`src/rtl/fifo_rdr_pkg.sv`:
```
// rtl/fifo_rdr_pkg.sv - shared types, sizes and pointer helper for fifo_stream_reader
// Purpose: state encoding, skid-buffer depth, and count/pointer widths
//          used by fifo_stream_reader and fifo_rdr_skid_buf.
// Ports  : none (package).
package fifo_rdr_pkg;

  localparam int BUF_DEPTH = 3;
  localparam int CNT_W     = 2;
  localparam int PTR_W     = 2;

  typedef enum logic {
    RUN   = 1'b0,
    DRAIN = 1'b1
  } rdr_state_e;

  // Advance a buffer pointer, wrapping modulo BUF_DEPTH.
  function automatic logic [PTR_W-1:0] ptr_inc(input logic [PTR_W-1:0] p);
    return (p == PTR_W'(BUF_DEPTH - 1)) ? '0 : p + PTR_W'(1);
  endfunction

endpackage

```
`src/rtl/fifo_rdr_skid_buf.sv`:
```
// rtl/fifo_rdr_skid_buf.sv - 3-entry circular skid buffer
// Purpose: holds words returned by the FIFO until the stream sink takes them.
// Ports  : clk, rst_n      - clock, async active-low reset
//          push, din       - write din at the tail
//          pop             - advance the head
//          clear           - discard all entries (wins over push/pop)
//          head_data       - word at the head
//          count           - occupancy 0..3
module fifo_rdr_skid_buf
  import fifo_rdr_pkg::*;
#(
  parameter int DATA_WIDTH = 8
) (
  input  logic                  clk,
  input  logic                  rst_n,
  input  logic                  push,
  input  logic                  pop,
  input  logic                  clear,
  input  logic [DATA_WIDTH-1:0] din,
  output logic [DATA_WIDTH-1:0] head_data,
  output logic [CNT_W-1:0]      count
);

  logic [DATA_WIDTH-1:0] mem_q [BUF_DEPTH];
  logic [PTR_W-1:0]      head_q, head_d;
  logic [PTR_W-1:0]      tail_q, tail_d;
  logic [CNT_W-1:0]      count_q, count_d;

  always_comb begin
    head_d  = head_q;
    tail_d  = tail_q;
    count_d = count_q;
    if (clear) begin
      head_d  = '0;
      tail_d  = '0;
      count_d = '0;
    end else begin
      if (push) tail_d = ptr_inc(tail_q);
      if (pop)  head_d = ptr_inc(head_q);
      count_d = count_q + CNT_W'(push) - CNT_W'(pop);
    end
  end

  always_ff @(posedge clk or negedge rst_n) begin
    if (!rst_n) begin
      head_q  <= '0;
      tail_q  <= '0;
      count_q <= '0;
      for (int i = 0; i < BUF_DEPTH; i++) mem_q[i] <= '0;
    end else begin
      head_q  <= head_d;
      tail_q  <= tail_d;
      count_q <= count_d;
      if (push && !clear) mem_q[tail_q] <= din;
    end
  end

  assign head_data = mem_q[head_q];
  assign count     = count_q;

endmodule

```
`src/rtl/fifo_stream_reader.sv`:
```
// rtl/fifo_stream_reader.sv - async FIFO read side to valid/ready stream adapter
// Purpose: pops the FIFO with credit-based flow control, buffers the
//          one-cycle-late data in a 3-entry skid buffer, and offers it as a
//          valid/ready stream. flush drains and discards the FIFO contents.
// Macro  : FIFO_RDR_STATS_EN adds pop_count/drop_count and the CNT_WIDTH parameter.
// Ports  : rd_clk, rst_n                  - clock, async active-low reset
//          fifo_empty, fifo_rd_en, fifo_dout - FIFO read interface
//          flush                          - pulse to start drain mode
//          m_valid, m_ready, m_data       - output stream
//          busy                           - high while draining
//          pop_count, drop_count          - delivered / discarded words (stats build)
module fifo_stream_reader
  import fifo_rdr_pkg::*;
#(
  parameter int DATA_WIDTH = 8
`ifdef FIFO_RDR_STATS_EN
  , parameter int CNT_WIDTH = 16
`endif
) (
  input  logic                  rd_clk,
  input  logic                  rst_n,
  input  logic                  fifo_empty,
  output logic                  fifo_rd_en,
  input  logic [DATA_WIDTH-1:0] fifo_dout,
  input  logic                  flush,
  output logic                  m_valid,
  input  logic                  m_ready,
  output logic [DATA_WIDTH-1:0] m_data,
  output logic                  busy
`ifdef FIFO_RDR_STATS_EN
  , output logic [CNT_WIDTH-1:0] pop_count
  , output logic [CNT_WIDTH-1:0] drop_count
`endif
);

  rdr_state_e       state_q, state_d;
  logic             in_flight_q;
  logic [CNT_W-1:0] count;
  logic             credit_ok;
  logic             rd_en_raw;
  logic             flush_edge;
  logic             push;
  logic             hs;

  // Only registered terms feed the credit check, so m_ready never reaches fifo_rd_en.
  assign credit_ok = ({1'b0, count} + {2'b00, in_flight_q}) < 3'(BUF_DEPTH);

  always_comb begin
    state_d    = state_q;
    rd_en_raw  = 1'b0;
    flush_edge = 1'b0;
    unique case (state_q)
      RUN: begin
        rd_en_raw = !fifo_empty && credit_ok;
        if (flush) begin
          state_d    = DRAIN;
          flush_edge = 1'b1;
        end
      end
      DRAIN: begin
        rd_en_raw = !fifo_empty;
        if (fifo_empty && !in_flight_q) state_d = RUN;
      end
      default: state_d = RUN;
    endcase
  end

  always_ff @(posedge rd_clk or negedge rst_n) begin
    if (!rst_n) begin
      state_q     <= RUN;
      in_flight_q <= 1'b0;
    end else begin
      state_q     <= state_d;
      in_flight_q <= fifo_rd_en;
    end
  end

  // Held low during reset regardless of fifo_empty.
  assign fifo_rd_en = rd_en_raw & rst_n;
  assign m_valid    = (count != '0);
  assign hs         = m_valid & m_ready;
  // Words landing in DRAIN (or on the flush edge, via clear) are dropped.
  assign push       = in_flight_q && (state_q == RUN);
  assign busy       = (state_q == DRAIN);

  fifo_rdr_skid_buf #(
    .DATA_WIDTH(DATA_WIDTH)
  ) u_skid (
    .clk      (rd_clk),
    .rst_n    (rst_n),
    .push     (push),
    .pop      (hs),
    .clear    (flush_edge),
    .din      (fifo_dout),
    .head_data(m_data),
    .count    (count)
  );

`ifdef FIFO_RDR_STATS_EN
  logic [CNT_WIDTH-1:0] pop_cnt_q, pop_cnt_d;
  logic [CNT_WIDTH-1:0] drop_cnt_q, drop_cnt_d;

  always_comb begin
    pop_cnt_d  = pop_cnt_q + CNT_WIDTH'(hs);
    drop_cnt_d = drop_cnt_q;
    if (flush_edge) begin
      // A handshake on the flush edge is delivered; the rest plus any in-flight word is dropped.
      drop_cnt_d = drop_cnt_q + CNT_WIDTH'(count) - CNT_WIDTH'(hs) + CNT_WIDTH'(in_flight_q);
    end else if (state_q == DRAIN) begin
      drop_cnt_d = drop_cnt_q + CNT_WIDTH'(in_flight_q);
    end
  end

  always_ff @(posedge rd_clk or negedge rst_n) begin
    if (!rst_n) begin
      pop_cnt_q  <= '0;
      drop_cnt_q <= '0;
    end else begin
      pop_cnt_q  <= pop_cnt_d;
      drop_cnt_q <= drop_cnt_d;
    end
  end

  assign pop_count  = pop_cnt_q;
  assign drop_count = drop_cnt_q;
`endif

endmodule

```
`config.mk`:
```
export PLATFORM = sky130hd
export DESIGN_NAME = fifo_stream_reader
export DESIGN_NICKNAME = d
export VERILOG_FILES = /design/src/rtl/fifo_rdr_pkg.sv /design/src/rtl/fifo_rdr_skid_buf.sv /design/src/rtl/fifo_stream_reader.sv
export SDC_FILE = /design/constraint.sdc
export NUM_CORES = 1
export LEC_CHECK = 0
export CAP_MARGIN = 0
export CORE_UTILIZATION = 55
export DETAILED_ROUTE_END_ITERATION = 16
export PLACE_DENSITY = 0.88
export SYNTH_ARGS = -nofsm -noshare
export SYNTH_HDL_FRONTEND = slang
export SYNTH_HIERARCHICAL = 1
export SYNTH_SLANG_ARGS = --single-unit
export TNS_END_PERCENT = 1
```
`constraint.sdc`:
```
create_clock -name rd_clk -period 4.6 [get_ports rd_clk]
set_input_delay 0.69 -clock rd_clk [delete_from_list [all_inputs] [get_ports rd_clk]]
set_output_delay 0.69 -clock rd_clk [all_outputs]
set_load 0.1 [all_outputs]
```
==> metrics.md <==
| Metric | Value |
|---|---|
| Core Box Area | 0.002567 mm^2 |
| Register area | 800.8 um^2 |
| Die height | 54.90 um |
| Drt drc | 0 |
| RSZ-0062 raised after global routing | false |
| WP buf/inv | 1 |
| Post-Syn Instances | 113 |
| Cell count of the worst reg-to-reg path | 3 |
| Synth cell types | 24 |
| Post-CTS setup buffer count | 0 |
| Drt wl/cell | 17.11 um |
| Register-to-register setup slack | approximately 2.7 ns |
| Critical path fanouts, max | 12 |
| Worst Clk Skew | 0.005350 ns |
| Syn Nets | 130 |
| Setup_tns | 0 ns |
| Starting density of the core | 0.5994 |
| DR vias/cell | roughly 5.8 |
| Post-route ant nets | 0 |
| Cell Area, Synth | 0.001539 mm^2 |
| Vias in the first global route | 1055 |
| Final Setup Violations | 0 |
| Pins over their slew limit | 0 |
| Critical path cell sequence | nor2b_1 -> o2bb2ai_1 -> clkdlybuf4s50_1 |
| Dpl hpwl | 2052 um |
| CP Capture Type | output pin |
| Ant. Diodes | 0 |
| All-Layer GR Usage | 0.2413 |
| DIE WIDTH | approximately 55 um |
| Final Core Density | 0.7222 |
| Slew margin rel. | 0.3471 |
| Met2 WL post-DR | 1445 um |
| Crit path DAT | about 2.8 ns |
| Seq/Total Area, Yosys | 0.5203 |
| Fmax achieved | 284.6 MHz |
| Met3 WL | around 160 um |
| H-tree levels | 2 |
| Overflow left after global routing | 0 |
| Flops & latches, synth | 32 |
| Critical-path top delay cell | clkdlybuf4s50_1 |
| Depth of the worst hold-timing path | 1 |
| Longest Clk Path Bufs | 2 |
| Number of port buffers | 23 |
| HP Start | u_skid/mem_q[7] |
| Worst skew pair latency | 0.33 ns |
| Clock sink count | 32 |
| Status | completed |
| Hold Path Class | flip-flop to flip-flop |
| Detailed Routing Iterations Pass 1 | 6 |
| Top Metal Used | met4 |
| Final #Nets | ~160 |
| CP required | 3.91 ns |
| Total vias in the final route | 981 |
| Endpoints failing hold | 0 |
| Root Driver | clkbuf_4 |
| Fillers | 194 |
| Delay-heaviest family, CP | buffers and inverters |
| Critical path depth | 3 |
| Largest net degree at the start of global routing | 34 |
| Initial antenna violation count | 0 |
| Max_cap viols | 0 |
| Final Cycle Share | 0.7638 |
| Area of the multi-input gates | 689.4 um^2 |
| Worst slew pin tran | just under 1 ns |
| Final min period | 3.513 ns |
| Critical path class | flip-flop to output pin |
| Most frequent cells in the layout | dfrtp_1, mux2_2, clkdlybuf4s50_1 |
| Initial DRC count | 11 |
| Hold slack | 0.5248 ns |
| Die area | roughly 0.0030 mm^2 |
| Most common cell after layout, fill and taps aside | dfrtp_1 |
| Synthesis Warnings | 6 |
| # resized after CTS | 0 |
| FP Rows | 18 |
| Fraction of layout cells with a size suffix above 1 | 0.2878 |
| Post-Place Worst Slack | 1.480 ns |
| Crit. Startpoint | u_skid/head_q[1] |
| CTS buffer count | 5 |
| I/O Pins | 24 |
| Final worst slack | 1.087 ns |
| Syn Area/Cell | 13.62 um^2 |
| CP startpoint kind | flip-flop |
| Reg clk slew, reported paths | ~0.090 ns |
| CTS tree | yes |
| Final WL | 2891 um |
| RD Place Congestion | 0.7792 |
| Area growth, synth to finish | 20.49% |
| Cts hold-fix bufs | 0 |
| FF-to-FF Start | busy |
| Crit-path max cell delay | 1.17 ns |
| Wl on met1 | approximately 1200 um |
| First-pass GRT wire length | 4823 um |
## registers in the layout, summed over array words and instances, names as in the netlist
signal,flops
u_skid/mem_q,24
u_skid/count,2
u_skid/head_q,2
u_skid/tail_q,2
busy,1
in_flight_q,1
## final timing paths
path                                          to
worst max register to register  u_skid/mem_q[18]
max in group asynchronous        u_skid/mem_q[6]
worst min-delay path             u_skid/mem_q[7]
min in group asynchronous        u_skid/mem_q[2]
worst max-delay path                   m_data[0]
worst min register to register   u_skid/mem_q[7]
## logic make-up after synthesis
kind of cell	synth area share
muxes	0.2276
DFF	0.5203
and+or+nand+nor	0.1008
AOI/OAI and AO/OA	0.07236
buffers and inverters	0.03170
adders and majority gates	0.03252
xor gates and xnor gates	0.01463
## worst reg2reg max path, stage by stage, from the launching register on
cell and delay, ns:
dfrtp_1 0.43, nor2_1 0.36, nor4b_4 0.63, mux2_2 0.41
## cells in the mapped netlist, drive strengths merged
cell / number / share of area
ha: 4 / 0.033
a21oi: 5 / 0.016
nor4b: 1 / 0.015
buf: 5 / 0.020
nor2b: 2 / 0.0081
clkbuf: 1 / 0.0024
a31oi: 1 / 0.0041
or3b: 2 / 0.011
nor2: 3 / 0.0073
mux2: 24 / 0.18
mux2i: 8 / 0.052
xnor3: 1 / 0.015
dfrtp: 32 / 0.52
and4bb: 2 / 0.016
o211a: 1 / 0.0065
and2: 1 / 0.0057
nand3b: 2 / 0.0098
o2bb2ai: 8 / 0.046
nand2b: 4 / 0.016
and2b: 1 / 0.0049
inv: 4 / 0.0098
or2: 1 / 0.0057
## metrics by stage
stage          cell area, um^2  cells
2_1_floorplan             1539    113
3_5_place_dp              1778    161
5_1_grt                   1854    169
6_report                  1854    169
4_1_cts                   1854    169
3_3_place_gp              1778    161
## cell type report
class                      count  share of cell area
tap                           30             0.02024
clock inverter                 2             0.01889
multi-input combinational     71              0.3718
inverter                       4            0.008097
clock buffer                   6             0.02227
sequential                    32              0.4318
timing repair buffer          24              0.1269
## metal layers
| metal | track usage | up-vias |
|---|---|---|
| met3 | 0.1011 | 7 |
| met4 | 0.1250 | 0 |
| li1 | - | 460 |
| met1 | 0.2801 | 489 |
| met5 | 0 | - |
| met2 | 0.3795 | 25 |
Power is left out: the tool's default activity adds up to more than one toggle a clock period on the data nets, which glitch-free logic cannot reach.
